**src/rtl/ram_seq_ctrl.sv**
```systemverilog
// Sequencer for the 256x16 sync RAM: single/burst writes (fill) and burst reads over valid/ready.
// First read word returns RD_LAT+1 cycles after acceptance; req_ready only in IDLE, read data cannot be stalled.
module ram_seq_ctrl #(
   parameter int RD_LAT = 1
) (
   input  logic        clk,
   input  logic        reset,
   input  logic        req_valid,
   output logic        req_ready,
   input  logic        req_write,
   input  logic [7:0]  req_addr,
   input  logic [3:0]  req_len,
   input  logic [15:0] req_wdata,
   output logic        rd_valid,
   output logic [15:0] rd_data,
   output logic        rd_last,
   output logic        done,
   output logic        busy,
   output logic [7:0]  ram_addr,
   output logic [15:0] ram_din,
   output logic        ram_we,
   input  logic [15:0] ram_dout
);
   typedef enum logic [1:0] {IDLE, WRITE, ISSUE, DRAIN} state_t;

   typedef struct packed {
      logic [7:0]  addr;
      logic [3:0]  cnt;
      logic [15:0] wdata;
   } req_t;

   state_t          state, state_nxt;
   req_t            cur, cur_nxt;
   logic [RD_LAT:0] tag_vld, tag_last;
   logic            issue, last_word, wr_done;

   assign last_word = (cur.cnt == 4'd0);
   assign issue     = (state == ISSUE);

   always_comb begin
      state_nxt = state;
      cur_nxt   = cur;
      case (state)
         IDLE: begin
            if (req_valid) begin
               state_nxt     = req_write ? WRITE : ISSUE;
               cur_nxt.addr  = req_addr;
               cur_nxt.cnt   = req_len;
               cur_nxt.wdata = req_wdata;
            end
         end
         WRITE, ISSUE: begin
            cur_nxt.addr = cur.addr + 8'd1;
            cur_nxt.cnt  = cur.cnt - 4'd1;
            if (last_word) state_nxt = (state == WRITE) ? IDLE : DRAIN;
         end
         DRAIN: begin
            // the last tag always enters the pipe as ISSUE exits, so it is still in flight here
            if (tag_vld[RD_LAT] && tag_last[RD_LAT]) state_nxt = IDLE;
         end
         default: state_nxt = IDLE;
      endcase
   end

   always_ff @(posedge clk) begin
      if (reset) begin
         state    <= IDLE;
         cur      <= '0;
         tag_vld  <= '0;
         tag_last <= '0;
         rd_data  <= '0;
         wr_done  <= 1'b0;
      end else begin
         state    <= state_nxt;
         cur      <= cur_nxt;
         tag_vld  <= {tag_vld[RD_LAT-1:0], issue};
         tag_last <= {tag_last[RD_LAT-1:0], issue && last_word};
         if (tag_vld[RD_LAT-1]) rd_data <= ram_dout;
         wr_done  <= (state == WRITE) && last_word;
      end
   end

   assign req_ready = (state == IDLE);
   assign busy      = (state != IDLE);
   assign ram_we    = (state == WRITE);
   assign ram_addr  = cur.addr;
   assign ram_din   = cur.wdata;
   assign rd_valid  = tag_vld[RD_LAT];
   assign rd_last   = tag_vld[RD_LAT] && tag_last[RD_LAT];
   assign done      = wr_done || (rd_valid && rd_last);

endmodule

```
**config.mk**
```make
export PLATFORM = sky130hd
export DESIGN_NAME = ram_seq_ctrl
export DESIGN_NICKNAME = d
export VERILOG_FILES = /design/src/rtl/ram_seq_ctrl.sv
export SDC_FILE = /design/constraint.sdc
export NUM_CORES = 1
export LEC_CHECK = 0
export BUFFER_PORTS_ARGS = -buffer_cell sky130_fd_sc_hd__clkbuf_2
export CORE_UTILIZATION = 48
export CTS_BUF_LIST = sky130_fd_sc_hd__clkbuf_16
export CTS_CLUSTER_DIAMETER = 60
export DETAILED_ROUTE_END_ITERATION = 10
export PLACE_DENSITY_LB_ADDON = 0.25
export SYNTH_ARGS = -nofsm -noshare
export SYNTH_HDL_FRONTEND = slang
export SYNTH_SLANG_ARGS = --single-unit
```
**constraint.sdc**
```tcl
create_clock -name clk -period 1.9 [get_ports clk]
set_input_delay 0.38 -clock clk [delete_from_list [all_inputs] [get_ports clk]]
set_output_delay 0.38 -clock clk [all_outputs]
set_load 0.005 [all_outputs]
```
## Word-level counts from Yosys, hierarchy flattened

Index checks and enable logic that the tools add are counted.

- Bits in registers: 51
- Input bits: 48
- Output and inout bits: 46
- Word-level logic and storage cells: 37

- Add/sub/neg operators: 2
- Equality and inequality tests: 6
- Mux-type cells: 8
- Reduce and logical (&&, ||, !) cells: 13

Operators with widths:

| cell | count |
|---|---|
| $mux 28 | 1 |
| $pmux 12 s2 | 1 |
| $mux 2 | 5 |
| $add 8x1->8 const B | 1 |
| $ne 2x2->1 const B | 3 |
| $pmux 2 s3 | 1 |
| $eq 2x2->1 const B | 2 |
| $logic_and 1x1->1 | 4 |
| $logic_not 4->1 | 1 |
| $reduce_and 2->1 | 2 |
| $reduce_bool 2->1 | 2 |
| $sub 4x1->4 const B | 1 |
| $reduce_and 3->1 | 1 |
| $eq 2x1->1 const B | 1 |
| $logic_not 2->1 | 1 |
| $reduce_or 2->1 | 1 |
| $logic_or 1x1->1 | 1 |

## Longest topological paths before layout

- Depth after elaboration: 4
- Mapped depth: 8
- Depth with buffers taken out: 6

## Worst setup path after synthesis

Ideal clock, no wire load.

- Kind: register to register
- Start point: reg state[0]
- End point: reg cur (netlist bit ram_addr[4])
- Setup time: 103 ps
- Arrival time: 1,569 ps
- Data required time: 1,797 ps
- Slack: 228 ps
- Cell stages (with the launch flop): 8
- Path buffers: 1
- Clock period less this slack: 1,672 ps
- Path through: dfxtp_1 > inv_1 > ha_1 > clkbuf_8 > inv_1 > o21ai_2 > a21oi_1 > a2111oi_2

- Cells in the longest elaborated chain, start to end: 4
- Elaborated cells between the ends (all ways): 8
- Those cells by class: eq/ne: 3; mux: 1; reduce/logical: 4

Ends and longest elaborated chain:

| item | line | text |
|---|---|---|
| start, declared | 32 | `state_t state, state_nxt;` |
| start signal, assigned | 74 | `state <= state_nxt;` |
| $eq 2x1->1 or $eq 2x2->1 (tied branches) | 43 | `case (state)` |
| $reduce_or 2->1 | 43 |  |
| $reduce_bool 2->1 (no line) | -- |  |
| $reduce_and 2->1 (no line) | -- |  |
| end signal, assigned | 75 | `cur <= cur_nxt;` |
| end, declared | 33 | `req_t cur, cur_nxt;` |

Several ways; a longest one is shown, not always the timed one.
A chain may end at the register's enable or synchronous reset.

## Final worst setup path

- Start point: reg state[0]
- End point: reg cur (netlist bit ram_addr[1])

The elaborated chain is that of the path after synthesis.

==> summary.md <==
| Metric | Value |
|---|---|
| Status | finished, final reports clean |
| Largest net degree at the start of global routing | 18 |
| Critical-path maximum fanout | 9 |
| Post-CTS Resized | 0 |
| Hold_buf cts | 0 |
| Hold Path Origin | req_wdata[7] |
| Asr flop ratio synth | 0% |
| Total CTS buffers | 5 |
| Routability cong. | 0.844 |
| Vias in the first global route | 1,836 |
| Final Critical Period | 1.87 ns |
| Postcts setup bufs | 0 |
| Pre-CTS setup slack | 0.0815 ns |
| Core Region | 4790 µm² |
| Syn_nets | 330 |
| Slew Viols, Final | 0 |
| CTS root buf | clkbuf_16 |
| Vias per cell | 5.04 |
| Total grt overflow | 0 |
| Period utilization | 98.2% |
| VDD IR max | 0.669 mV |
| CP arrival | 2.00 ns |
| Input/output buffers | 93 |
| Clk buf depth | 2 |
| Synth area leader | dfxtp_1 |
| Final hold violation count | 0 |
| PwrDens | 1320 nW/µm² |
| Later-pin clock latency in the skew report | 0.28 ns |
| Post-route insts no fill | 418 |
| Post-synth EDFFs | 0 |
| Total number of vias | 2,108 |
| Count of different cell masters after synthesis | 42 |
| Reg2reg start | state[0] |
| Syn Std Cell Area | 2420 µm² |
| Setup ws final | 0.0339 ns |
| Slew @ Worst Pin | 0.461 ns |
| H-tree levels | 2 |
| Crit Path Category | reg2reg |
| Worst hold margin | 0.316 ns |
| Kind of end point of the critical path | flop |
| Antenna Cells | 0 |
| Commonest cells post-synth | dfxtp_1, nand2_1, nor2_1 |
| Area growth, synth to finish | 21.0% |
| Most frequent cell after synthesis | dfxtp_1 |
| Row count | 25 |
| CTS tree | built |
| Post-detailed-routing wire length | 5290 µm |
| Fmax | 536 MHz |
| Initial DRC count | 59 |
| Max-cap viol count | 0 |
| Post-Syn Instances | 276 |
| Seq/Total Area, Yosys | 42.2% |
| Drc violations | 0 |
| Startpoint Class | flop |
| Nets | 404 |
| Clock skew | 0.00442 ns |
| CP startpoint | state[0] |
| TritonCTS Sinks | 51 |
| Min-Delay Path Class | in2reg |
| Leak | 0.00133 µW |
| GRT Resource Usage Total | 19.9% |
| DP Cell Count | 410 |
| Yosys reg bits | 51 |
| CP required | 2.03 ns |
| First-pass DRT Iterations | 4 |
| Synth area leaders | dfxtp_1, mux2i_1, buf_4 |
| Die width | 73 µm |
| First-pass GRT wire length | 8350 µm |
| Slew Limit Headroom | 69.2% |
| Yosys warning count | 0 |
| IO Count | 94 |
| Drt wl/cell | 12.7 µm |
| Clock Pin Slew Worst Setup and Hold Paths | 0.06 ns |
| Endpoints failing setup | 0 |
| Die height | 73 µm |
| Layout cells sized above 1 | 34.8% |
| Die area | 5330 µm² |
| Detail Route Antenna Nets | 0 |
| Starting Density | 50.6% |
| Initial antenna violation count | 0 |
| Post-DP HPWL | 3850 µm |
| Share of Yosys cell area claimed by the top area cell type | 42.2% |
| Mean area per synthesized cell | 8.77 µm² |
| Top FF cell, synth | dfxtp_1 |
==> per-stage QoR <==
stage                     area, µm²  util, %  setup TNS (ns)  total power [µW]
final                          2930     61.2               0              3860
after global routing           2930     61.2         -0.0139              4120
after CTS                      2910     60.9               0              3830
after detailed placement       2780     58.0               0              2980
after global placement         2780     58.0               0              2960
after floorplan                2420        -               0              2600
==> layout make-up <==
class | count | area (µm²)
clock buffers | 5 | 125
clock inverters | 3 | 12.5
fillers | 435 | 1860
inverters | 8 | 30.0
multi-input cells | 178 | 1090
flip-flops and latches | 51 | 1020
well taps | 67 | 83.8
repair buffers | 106 | 563
==> routing by layer <==
layer | routed length (µm) | vias to the layer above | GRT usage (%)
met4 | 48 | 0 | 6.32
met3 | 226 | 4 | 4.70
met5 | 0 | - | 0
met2 | 2540 | 54 | 32.5
met1 | 2470 | 985 | 26.0
li1 | - | 1065 | -
==> placed cells by master (no fill, tap or decap), drive strengths merged, types with 5 or more instances in the layout <==
cell    count
clkbuf     98
dfxtp      51
nand2      43
nor2       27
a21oi      24
mux2i      18
buf        13
inv        10
o21ai       9
ha          6
nor2b       5
a211oi      5
==> power by group <==
| group | leakage (µW) | internal (µW) | switching, µW |
|---|---|---|---|
| clock | 0.0000762 | 476 | 360 |
| combinational | 0.000842 | 738 | 838 |
| sequential | 0.000417 | 1280 | 172 |
| total | 0.00133 | 2490 | 1370 |
==> cells by family (layout without fill, tap and decap cells) <==
family / count (synthesis) / count (layout) / share of synthesized area (%)
AOI/OAI and AO/OA: 56 / 56 / 15.5
and+or+nand+nor: 97 / 97 / 18.1
DFF: 51 / 51 / 42.2
buffers and inverters: 47 / 122 / 13.3
xor gates and xnor gates: 1 / 1 / 0.362
adders and majority gates: 6 / 6 / 3.10
muxes: 18 / 18 / 7.45
==> worst max-delay path: stages, from the launching register on <==
cell and delay [ns]:
dfxtp_1 0.38, inv_1 0.12, ha_4 0.30, inv_1 0.10, o21ai_2 0.12, buf_4 0.18
nor2_1 0.06, a2111oi_1 0.44
==> state kept, by name, indices dropped and copies added, names as in the netlist <==
register  cells
tag_last      2
ram_addr      8
ram_din      16
cur           4
tag_vld       2
wr_done       1
state         2
rd_data      16
==> final timing paths <==
| check | depth (start not counted) | to | slack (ns) |
|---|---|---|---|
| hold reg to reg | 2 | ram_din[7] | 0.45 |
| setup / recovery | 7 | ram_addr[1] | 0.03 |
| hold / removal | 3 | ram_din[7] | 0.32 |
| setup reg to reg | 7 | ram_addr[1] | 0.03 |
Power figures use the tool's default switching activity.
